<file path="config.mk">
export PLATFORM = sky130hd
export DESIGN_NAME = pixel_window_buffer
export DESIGN_NICKNAME = d
export VERILOG_FILES = /design/src/rtl/pixel_window_buffer.sv
export SDC_FILE = /design/constraint.sdc
export NUM_CORES = 1
export LEC_CHECK = 0
export CAP_MARGIN = 25
export CELL_PAD_IN_SITES_DETAIL_PLACEMENT = 0
export CELL_PAD_IN_SITES_GLOBAL_PLACEMENT = 2
export CORE_MARGIN = 3
export CORE_UTILIZATION = 25
export DETAILED_ROUTE_END_ITERATION = 12
export GPL_ROUTABILITY_DRIVEN = 0
export PLACE_DENSITY = 0.64
export SETUP_SLACK_MARGIN = 0.4
export SLEW_MARGIN = 20
export SYNTH_ARGS = -nofsm -noshare
export SYNTH_HDL_FRONTEND = slang
export SYNTH_SLANG_ARGS = --single-unit
</file>
<file path="constraint.sdc">
create_clock -name Phi1 -period 2.3 [get_ports Phi1]
set_input_delay 0.46 -clock Phi1 [delete_from_list [all_inputs] [get_ports Phi1]]
set_output_delay 0.46 -clock Phi1 [all_outputs]
set_load 0.05 [all_outputs]
</file>
<file path="src/rtl/pixel_window_buffer.sv">
`default_nettype none
// ============================================================================
// Module   : pixel_window_buffer
// Purpose  : 3-line x NCOL circular line buffer fed by one-hot column/line
//            selects; emits a registered 3x3 pixel window once two full
//            lines are held.
// Ports    : Phi1         - clock (rising edge)
//            Reset_b      - asynchronous active-low reset
//            pix_s1       - incoming pixel
//            pix_valid_s1 - pixel write request
//            colsel_s1    - one-hot column select
//            linesel_s1   - one-hot line select (001->010->100 rotation)
//            flush_s1     - synchronous restart of fill tracking
//            win_s1       - 3x3 window, element (r,k) at [(3r+k)*PIX_W +: PIX_W]
//            win_valid_s1 - win_s1 holds a fresh window this cycle
//            fill_s1      - fill state: 0 EMPTY, 1 ONE, 2 STREAM
//            sel_err_s1   - sticky illegal-select flag
// Revision : 1.0 - initial release
// ============================================================================
module pixel_window_buffer #(
    parameter int PIX_W = 8,
    parameter int NCOL  = 8
) (
    input  logic               Phi1,
    input  logic               Reset_b,
    input  logic [PIX_W-1:0]   pix_s1,
    input  logic               pix_valid_s1,
    input  logic [NCOL-1:0]    colsel_s1,
    input  logic [2:0]         linesel_s1,
    input  logic               flush_s1,
    output logic [9*PIX_W-1:0] win_s1,
    output logic               win_valid_s1,
    output logic [1:0]         fill_s1,
    output logic               sel_err_s1
);

    typedef enum logic [1:0] {
        S_EMPTY  = 2'd0,
        S_ONE    = 2'd1,
        S_STREAM = 2'd2
    } state_t;

    localparam logic [NCOL-1:0] c_col_one  = NCOL'(1);
    localparam logic [2:0]      c_line_one = 3'd1;

    state_t               r_state;
    state_t               w_state_next;
    logic [PIX_W-1:0]     r_mem [3][NCOL];
    logic [9*PIX_W-1:0]   r_win;
    logic                 r_win_valid;
    logic                 r_sel_err;

    logic                 w_col_oh;
    logic                 w_line_oh;
    logic                 w_accept;
    logic                 w_illegal;
    logic                 w_line_end;
    logic                 w_col_ge2;
    logic                 w_emit;
    logic [2:0]           w_old_sel;
    logic [2:0]           w_mid_sel;
    logic [NCOL-1:0]      w_col_m1;
    logic [NCOL-1:0]      w_col_m2;
    logic [PIX_W-1:0]     w_rd  [3][3];
    logic [PIX_W-1:0]     w_old [3];
    logic [PIX_W-1:0]     w_mid [3];
    logic [PIX_W-1:0]     w_new [2];
    logic [9*PIX_W-1:0]   w_win_next;

    // ------------------------------------------------------------------
    // Write qualification
    // ------------------------------------------------------------------
    assign w_col_oh   = (colsel_s1 != '0) && ((colsel_s1 & (colsel_s1 - c_col_one)) == '0);
    assign w_line_oh  = (linesel_s1 != '0) && ((linesel_s1 & (linesel_s1 - c_line_one)) == '0);
    assign w_accept   = pix_valid_s1 && !flush_s1 && w_col_oh && w_line_oh;
    assign w_illegal  = pix_valid_s1 && !flush_s1 && !(w_col_oh && w_line_oh);
    assign w_line_end = colsel_s1[NCOL-1];
    // With a one-hot column, c>=2 simply means the two lowest bits are clear.
    assign w_col_ge2  = (colsel_s1[1:0] == 2'b00);
    assign w_emit     = w_accept && (r_state == S_STREAM) && w_col_ge2;

    // Older lines are rotations of the newest select; shifting the column
    // select down gives the c-1 and c-2 selects without any binary decode.
    assign w_mid_sel  = {linesel_s1[0], linesel_s1[2:1]};
    assign w_old_sel  = {linesel_s1[1:0], linesel_s1[2]};
    assign w_col_m1   = colsel_s1 >> 1;
    assign w_col_m2   = colsel_s1 >> 2;

    // ------------------------------------------------------------------
    // AND-OR read muxes
    // ------------------------------------------------------------------
    always_comb begin
        for (int l = 0; l < 3; l++) begin
            for (int k = 0; k < 3; k++) begin
                w_rd[l][k] = '0;
            end
            for (int c = 0; c < NCOL; c++) begin
                w_rd[l][0] = w_rd[l][0] | (r_mem[l][c] & {PIX_W{w_col_m2[c]}});
                w_rd[l][1] = w_rd[l][1] | (r_mem[l][c] & {PIX_W{w_col_m1[c]}});
                w_rd[l][2] = w_rd[l][2] | (r_mem[l][c] & {PIX_W{colsel_s1[c]}});
            end
        end
        for (int k = 0; k < 3; k++) begin
            w_old[k] = '0;
            w_mid[k] = '0;
            for (int l = 0; l < 3; l++) begin
                w_old[k] = w_old[k] | (w_rd[l][k] & {PIX_W{w_old_sel[l]}});
                w_mid[k] = w_mid[k] | (w_rd[l][k] & {PIX_W{w_mid_sel[l]}});
            end
        end
        // Newest line: only c-2 and c-1 come from storage; column c is the
        // pixel being written this very cycle and is bypassed.
        for (int k = 0; k < 2; k++) begin
            w_new[k] = '0;
            for (int l = 0; l < 3; l++) begin
                w_new[k] = w_new[k] | (w_rd[l][k] & {PIX_W{linesel_s1[l]}});
            end
        end
    end

    assign w_win_next = {pix_s1,   w_new[1], w_new[0],
                         w_mid[2], w_mid[1], w_mid[0],
                         w_old[2], w_old[1], w_old[0]};

    // ------------------------------------------------------------------
    // Fill-state machine
    // ------------------------------------------------------------------
    always_ff @(posedge Phi1 or negedge Reset_b) begin
        if (!Reset_b) begin
            r_state <= S_EMPTY;
        end else begin
            r_state <= w_state_next;
        end
    end

    always_comb begin
        w_state_next = r_state;
        if (flush_s1) begin
            w_state_next = S_EMPTY;
        end else if (w_accept && w_line_end) begin
            case (r_state)
                S_EMPTY:  w_state_next = S_ONE;
                S_ONE:    w_state_next = S_STREAM;
                S_STREAM: w_state_next = S_STREAM;
                default:  w_state_next = S_EMPTY;
            endcase
        end
    end

    // ------------------------------------------------------------------
    // Storage
    // ------------------------------------------------------------------
    always_ff @(posedge Phi1 or negedge Reset_b) begin
        if (!Reset_b) begin
            for (int l = 0; l < 3; l++) begin
                for (int c = 0; c < NCOL; c++) begin
                    r_mem[l][c] <= '0;
                end
            end
        end else if (w_accept) begin
            for (int l = 0; l < 3; l++) begin
                for (int c = 0; c < NCOL; c++) begin
                    if (linesel_s1[l] && colsel_s1[c]) begin
                        r_mem[l][c] <= pix_s1;
                    end
                end
            end
        end
    end

    // ------------------------------------------------------------------
    // Window output and error flag
    // ------------------------------------------------------------------
    always_ff @(posedge Phi1 or negedge Reset_b) begin
        if (!Reset_b) begin
            r_win       <= '0;
            r_win_valid <= 1'b0;
            r_sel_err   <= 1'b0;
        end else begin
            r_win_valid <= w_emit;
            if (w_emit) begin
                r_win <= w_win_next;
            end
            if (flush_s1) begin
                r_sel_err <= 1'b0;
            end else if (w_illegal) begin
                r_sel_err <= 1'b1;
            end
        end
    end

    assign win_s1       = r_win;
    assign win_valid_s1 = r_win_valid;
    assign fill_s1      = r_state;
    assign sel_err_s1   = r_sel_err;

endmodule
`default_nettype wire

</file>
* Yosys cells after proc, flatten, opt, wreduce, memory -nomap -nowiden
Index checks and enable logic that the tools add are counted.
** Word-level totals
- Bits in registers :: 268
- Output and inout port bits :: 76
- Word-level logic and storage cells :: 265
** Operators by class
- Add/subtract/negate cells :: 2
- Equality and inequality tests :: 2
- Mux-type cells :: 5
- Bitwise logic cells :: 159
- Reductions and logical operators :: 69
** Operator list (count)
- $and 8x8->8 :: 88
- $or 8x8->8 :: 70
- $reduce_and 2->1 :: 24
- $logic_and 1x1->1 :: 34
- $logic_not 8->1 :: 1
- $reduce_bool 8->1 :: 1
- $sub 8x1->8 const B :: 1
- $logic_not 2->1 :: 2
- $mux 2 :: 2
- $pmux 2 s2 :: 1
- $reduce_bool 2->1 :: 2
- $and 3x3->3 :: 1
- $logic_not 3->1 :: 1
- $reduce_bool 3->1 :: 1
- $sub 3x1->3 const B :: 1
- $eq 2x1->1 const B :: 1
- $eq 2x2->1 const B :: 1
- $logic_not 1->1 :: 2
- $mux 1 :: 2
- $reduce_or 2->1 :: 1

* Depth between registers and ports, before layout
Gate-level depths: netlist of run 1.
- Depth in word-level cells :: 11
- Mapped depth :: 8

* Worst setup path before layout of run 1
No wires, ideal clock.
- Kind :: input-to-reg
- Start point :: input colsel_s1[5]
- End point :: register r_mem[152] (netlist bit)
- Data arrival time :: 2.346 ns
- Slack :: -0.171 ns
- Stages on the path :: 8
- Path buffers :: 3
- Cells stage by stage :: buf_2 > or4_4 > o2bb2ai_2 > o221a_1 > buf_6 > buf_12 > nand4_4 > mux2_4
** On the way
- Longest elaborated chain between the ends :: 7
** RTL lines
- start, declared :: RTL line 28 : input logic [NCOL-1:0] colsel_s1,
- $sub 8x1->8 :: RTL line 73 : assign w_col_oh = (colsel_s1 != '0) && ((colsel_s1 & (colsel_s1 - c_col_one)) == '0);
- $and 8x8->8 :: RTL line 73
- $logic_not 8->1 :: RTL line 73
- $logic_and 1x1->1 * :: RTL line 73
- $logic_and 1x1->1 * (2 in series) :: RTL line 75 : assign w_accept = pix_valid_s1 && !flush_s1 && w_col_oh && w_line_oh;
- $reduce_and 2->1 (no line) *
- end signal, assigned by index :: RTL line 164 : r_mem[l][c] <= pix_s1;
- end, declared :: RTL line 48 : logic [PIX_W-1:0] r_mem [3][NCOL];
Mark *: on every way between the ends. The rest lies on a longest branch, timed or not.
A chain may end at the register's enable or synchronous reset.

* Final worst setup path of run 1
- Start point :: input colsel_s1[4]
- End point :: register r_mem[191] (netlist bit)
Same word-level chain as after synthesis.

==> impl_metrics.py, run 1 <==
metrics = {
    "synthesis": {
        "synth_area_sq_um": 14010,
        "synth-async-reset-ratio_pct": 100.0,
        "synth_edf_count": 0,
        "yosysWarnings": 0,
        "ys.flop_type": "dfrtp_1",
        "seq_area_frac_synth_pct": 47.87,
        "synthCells": 1144,
        "ys_ff_latch": 268,
        "ys_types": 37,
        "post_synth.cell_area_avg_sq_um": 12.25,
        "syn-num-nets": 1169,
    },
    "placement": {
        "io_buffer_count": 98,
        "pre_cts_ws_ps": -364.6,
        "place_area_sq_um": 16940,
        "dp_hpwl_um": 33980,
    },
    "detailed_routing": {
        "drt_iter0_drc": 1558,
        "ant_nets": 0,
        "wl_um": 51240,
        "wl_met1_um": 22230,
        "vias_per_cell": 5.481,
        "met2WireLength_um": 22510,
        "post-route-drc-count": 0,
        "top_layer_used": "met4",
        "wire_per_inst_um": 24.51,
        "num_vias": 11460,
        "first_pass_iters": 10,
        "wl_met3_um": 3716,
    },
    "critical_path": {
        "cp_num_buf_inv": 3,
        "worst_setup_path_end_kind": "register",
        "r2r_start": "r_mem[170]",
        "endpoint": "r_mem[191]",
        "cp_cell_sequence": "buf_8 -> or4_4 -> o2bb2ai_4 -> o221a_4 -> buf_12 -> buf_4 -> nand4_4 -> mux2_4",
        "crit_family": "simple AND/OR/NAND/NOR gates",
        "crit_path_max_fanout": 11,
        "cpPeakStageDelay_ps": 570,
        "arrival_ps": 2410,
        "worstPathRequired_ps": 2750,
        "rr_worst_depth": 6,
        "path_class": "primary input to register",
        "cp-startpoint": "colsel_s1[4]",
        "rrSetupSlack_ps": 420,
        "reg2reg_to": "win_s1[10]",
        "startpoint_type": "primary input",
        "cp.depth": 8,
        "cpMaxStageDelayCell": "or4_4",
    },
    "grt": {
        "antenna_found_initial": 1,
        "grt_pass1_wl_um": 75170,
        "track_usage_pct": 16.57,
        "grt_max_degree": 76,
        "grt-ovfl-total": 0,
        "grt_pass1_vias": 11300,
    },
    "final_layout": {
        "drive_above_1_share_pct": 39.49,
        "layout.cells.most_common_list": "dfrtp_1, a22oi_1, mux2_2",
        "mostFrequentLayoutCell": "dfrtp_1",
        "nNetsFinal": 1343,
        "final_area_sq_um": 18560,
        "fill_cells": 5525,
        "area_delta_synth_final_pct": 32.48,
    },
    "die": {
        "die_area_sq_um": 58920,
        "placementRows": 86,
        "initial_core_util_pct": 25.33,
        "die_h_um": 242.7,
        "die_w_um": 242.7,
        "boundaryPins": 99,
        "core-area_sq_um": 55310,
    },
    "power_and_ir_drop": {
        "power_frac_comb_pct": 12.6,
        "power_density_nw_per_um2": 622.8,
        "ir_worst_vdd_mv": 0.5891,
        "p_sw_uw": 3071,
        "power.leakage_uw": 0.008455,
        "clockPowerShare_pct": 45.0,
        "swShare_pct": 26.57,
        "power.total_uw": 11560,
        "seqPwrFrac_pct": 42.4,
        "intPower_uw": 8488,
    },
    "timing": {
        "timing.final.crit_period_ps": 1956,
        "setup_ws_ps": 343.9,
        "maxSlewViolCount": 0,
        "rsz0062_at_grt": "yes",
        "finClkSkew_ps": 23.84,
        "finalSetupViolCount": 0,
        "worstMarginPinSlew_ps": 651.8,
        "finalHoldViolations": 0,
        "maxSlewHeadroom_pct": 56.55,
        "timing.final.crit_share_pct": 85.05,
        "timing.fmax_mhz": 511.2,
        "holdWs_ps": 351.0,
    },
    "min_path": {
        "hold_path.class": "primary input to register",
    },
    "clock_tree": {
        "cts_num_sinks": 268,
        "clock_latency_ps": 580,
        "clkSlewWorstSetupHoldPaths_ps": 60,
        "clk_path_buf_depth": 3,
        "cts_root_buf": "clkbuf_16",
        "htree_levels": 1,
        "cts_tree": "built",
        "cts_buffers": 30,
    },
    "status": {
        "outcome": "complete, no violations",
    },
    "job": {
        "cap_violations": 0,
    },
}
## through the flow
step | setup TNS, ps | instances | utilization [%]
5_1_grt | 0 | 2090 | 33.56
4_1_cts | 0 | 2083 | 33.13
3_5_place_dp | -56210 | 2018 | 30.63
6_report | 0 | 2091 | 33.56
2_1_floorplan | -13030 | 1144 | -
3_3_place_gp | -48270 | 2018 | 30.63
## layout make-up
type,instances,area (sq um),area share [%]
Inverter,67,251.5,1.355
Tap cell,748,935.9,5.042
Clock inverter,17,236.5,1.274
Sequential cell,268,6708,36.14
Clock buffer,39,834.6,4.496
Timing Repair Buffer,256,2845,15.33
Antenna cell,1,2.502,0.01348
Multi-Input combinational cell,695,6748,36.35
## worst min path at each step
stage | cells past startpoint | slack, ps | from | endpoint
2_1_floorplan | 0 | 160 | Reset_b | fill_s1[0]
3_3_place_gp | 1 | 430 | Reset_b | win_s1[71]
3_5_place_dp | 1 | 430 | Reset_b | win_s1[71]
4_1_cts | 4 | 310 | colsel_s1[7] | fill_s1[0]
5_1_grt | 4 | 360 | colsel_s1[7] | fill_s1[1]
6_report | 4 | 350 | colsel_s1[7] | fill_s1[0]
## power by group through the flow
| stage | sequential (uW) | combinational [uW] | clock [uW] |
|---|---|---|---|
| 2_1_floorplan | 4950 | 643 | 0 |
| 3_3_place_gp | 4980 | 1370 | 0 |
| 3_5_place_dp | 4980 | 1390 | 0 |
| 4_1_cts | 4890 | 1410 | 5350 |
| 5_1_grt | 4900 | 1560 | 5530 |
| 6_report | 4900 | 1460 | 5200 |
## layer usage
metal	track usage, %	up-vias
met4	9.174	0
met2	24.79	512
li1	-	4929
met1	22.36	5917
met3	3.392	102
met5	0	-
## worst register-to-register path: cells and delay by family, from the launching register on
family | cells | cell delay [ps]
DFF | 1 | 410
buffers and inverters | 2 | 360
and+or+nand+nor | 1 | 140
AOI/OAI and AO/OA | 2 | 800
muxes | 1 | 70
## registers in the layout, summed over array words and instances (netlist names)
| signal | flops |
|---|---|
| r_mem | 192 |
| win_s1 | 72 |
| fill_s1 | 2 |
| sel_err_s1 | 1 |
| win_valid_s1 | 1 |
## kinds of logic after synthesis
kind of cell	synth area share, %
AOI/OAI and AO/OA	18.63
muxes	21.29
DFF	47.87
adders and majority gates	0.1786
xor gates and xnor gates	0.1250
buffers and inverters	5.331
and+or+nand+nor	6.582
## cell usage after synthesis, drive strengths merged, types with 2 or more instances
library cell | n | area, sq um
mux2 | 200 | 2342
nor2 | 6 | 27.52
a222oi | 88 | 880.8
o31ai | 2 | 15.01
a21oi | 3 | 15.01
ha | 2 | 25.02
inv | 67 | 251.5
nand4 | 49 | 608.1
nand3 | 50 | 250.2
xor2 | 2 | 17.52
clkbuf | 80 | 300.3
mux2i | 64 | 640.6
dfrtp | 268 | 6706
buf | 34 | 195.2
a22oi | 217 | 1629
## what timing repair did
action / 4_1_cts / 5_1_grt
setup buffers: 6 / 4
hold buffers: 1 / 0
pin swaps: 7 / 22
endpoints found under the hold margin: 42 / 0
cloned: 2 / 3
setup endpoints to repair: 208 / 254
gates resized for setup: 251 / 27
Power figures use the tool's default switching activity.
==> run 2: changes to the inputs <==
--- a/config.mk
+++ b/config.mk
@@ -8,11 +8,12 @@
 export CAP_MARGIN = 25
 export CELL_PAD_IN_SITES_DETAIL_PLACEMENT = 0
 export CELL_PAD_IN_SITES_GLOBAL_PLACEMENT = 2
+export CORE_ASPECT_RATIO = 0.6
 export CORE_MARGIN = 3
 export CORE_UTILIZATION = 25
 export DETAILED_ROUTE_END_ITERATION = 12
 export GPL_ROUTABILITY_DRIVEN = 0
-export PLACE_DENSITY = 0.64
+export PLACE_DENSITY = 0.66
 export SETUP_SLACK_MARGIN = 0.4
 export SLEW_MARGIN = 20
 export SYNTH_ARGS = -nofsm -noshare
==> constraint.sdc (replaced) <==
create_clock -name Phi1 -period 1.65 [get_ports Phi1]
set_input_delay 0.33 -clock Phi1 [delete_from_list [all_inputs] [get_ports Phi1]]
set_output_delay 0.33 -clock Phi1 [all_outputs]
set_load 0.05 [all_outputs]
==> run 2 against run 1 <==
The run now ends with setup timing left; clock skew shrank 14 ps; global-route usage grew 1.3 points; via count grew 5.8%; hold slack lost 180 ps; count of clock-buffer cells in the layout grew 2; setup slack lost 660 ps; cell count grew 6.9%; die area grew 0.16%; critical path depth is the same; clock power grew 16%; routed wire length grew 6.1%; design area grew 7.9%; largest cell class unchanged.
==> impl_metrics.py, run 2 (same netlist as run 1, synthesis figures left out) <==
metrics = {
    "status": {
        "outcome": "finished, violations left",
        "violations": "setup timing",
    },
    "power_and_ir_drop": {
        "power.leakage_uw": 0.009313,
        "power_density_nw_per_um2": 751.5,
        "ir_worst_vdd_mv": 0.4911,
    },
    "detailed_routing": {
        "drt_iter0_drc": 1658,
        "first_pass_iters": 9,
        "ant_nets": 0,
        "wl_um": 54370,
        "post-route-drc-count": 0,
        "num_vias": 12130,
        "wire_per_inst_um": 24.32,
        "vias_per_cell": 5.424,
    },
    "timing": {
        "maxSlewViolCount": 0,
        "rsz0062_at_grt": "yes",
        "maxSlewHeadroom_pct": 49.58,
        "setup_ws_ps": -320.8,
        "timing.final.crit_period_ps": 1971,
        "timing.fmax_mhz": 507.4,
        "worstMarginPinSlew_ps": 756.3,
        "finClkSkew_ps": 10.11,
        "timing.final.crit_share_pct": 119.4,
        "finalSetupTns_ps": -51970,
        "finalHoldViolations": 0,
        "finalSetupViolCount": 264,
    },
    "grt": {
        "track_usage_pct": 17.89,
        "grt_max_degree": 79,
        "grt-ovfl-total": 0,
        "grt_pass1_vias": 11780,
        "antenna_found_initial": 0,
        "grt_pass1_wl_um": 80520,
    },
    "final_layout": {
        "final_area_sq_um": 20030,
        "area_delta_synth_final_pct": 42.95,
        "regMostFlops": "r_mem",
        "layout.cells.most_common_list": "dfrtp_1, a22oi_1, buf_4",
        "nNetsFinal": 1497,
        "fill_cells": 5320,
        "drive_above_1_share_pct": 46.24,
        "diodes": 0,
        "largest_register_ffs": 192,
        "mostFrequentLayoutCell": "dfrtp_1",
    },
    "clock_tree": {
        "htree_levels": 1,
        "cts_root_buf": "clkbuf_16",
        "cts_buffers": 27,
        "clkSlewWorstSetupHoldPaths_ps": 70,
        "cts_tree": "built",
        "cts_num_sinks": 268,
        "clock_latency_ps": 550,
        "clk_path_buf_depth": 3,
    },
    "placement": {
        "io_buffer_count": 98,
        "pre_cts_ws_ps": -1189,
        "place_area_sq_um": 17660,
        "dp_hpwl_um": 37030,
    },
    "die": {
        "boundaryPins": 99,
        "die_w_um": 311.6,
        "placementRows": 66,
        "core-area_sq_um": 54750,
        "die_area_sq_um": 59010,
        "initial_core_util_pct": 25.59,
        "die_h_um": 189.4,
    },
    "critical_path": {
        "path_class": "primary input to register",
        "worstPathRequired_ps": 2080,
        "arrival_ps": 2400,
        "worst_setup_path_end_kind": "register",
        "crit_path_max_fanout": 8,
        "startpoint_type": "primary input",
    },
    "job": {
        "cap_violations": 0,
    },
    "min_path": {
        "hold_path.class": "primary input to asynchronous set/reset pin",
    },
}
-- run 2: worst paths after layout --
check | startpoint | end | slack [ps] | cells past startpoint
worst min-delay path | Reset_b | win_s1[71] | 170 | 2
worst max-delay path | colsel_s1[1] | r_mem[93] | -320 | 8
max in group asynchronous | Reset_b | win_s1[47] | 760 | 3
worst min register to register | r_mem[128] | r_mem[128] | 510 | 1
min in group Phi1 | colsel_s1[7] | fill_s1[0] | 270 | 4
worst max register to register | r_mem[118] | win_s1[62] | -210 | 5
-- run 2: area by class of cell --
type | count | area, sq um | share of cell area (%)
multi-input combinational | 695 | 6905 | 34.48
sequential | 268 | 6706 | 33.48
timing repair buffer | 413 | 4407 | 22.00
tap | 748 | 935.9 | 4.673
clock buffer | 41 | 778.2 | 3.886
inverter | 67 | 251.5 | 1.256
clock inverter | 4 | 45.04 | 0.2249
-- run 2: critical path: stages --
cell and delay, ps:
buf_6 90, or4_4 570, o2bb2ai_4 170, o221a_4 280
buf_12 170, buf_12 130, nand4_4 260, mux2_4 380
-- run 2: report_power, final --
group / switching, uW / leakage, uW / internal (uW)
Sequential: 122 / 0.00340 / 6690
Combinational: 1310 / 0.00551 / 884
Clock: 2680 / 0.000405 / 3370
-- run 2: metrics by stage --
step	total power (uW)	hold slack, ps	cells	util (%)
floorplan	7795	34.41	1144	-
global placement	8992	148.6	2116	32.26
detailed placement	9014	149.4	2116	32.26
CTS	15150	148.9	2210	35.88
global route	15630	161.6	2236	36.58
finish	15050	171.9	2236	36.58
-- run 2: metal layers --
metal  track usage (%)  up-vias  part of all wire, %
met5                 0        -                    0
met3             5.164       57                  9.5
met4             2.857        0                  1.6
met1             27.12     6221                   48
li1                  -     5231                    -
met2             25.28      618                   41
-- run 2: what timing repair did --
| item | in CTS | in global routing |
|---|---|---|
| hold endpoints to repair | 268 | 0 |
| setup buffers | 44 | 26 |
| setup endpoints to repair | 344 | 344 |
| pin swaps | 62 | 24 |
| hold buffers | 1 | 0 |
| resized for setup | 173 | 46 |
| gates cloned | 4 | 0 |
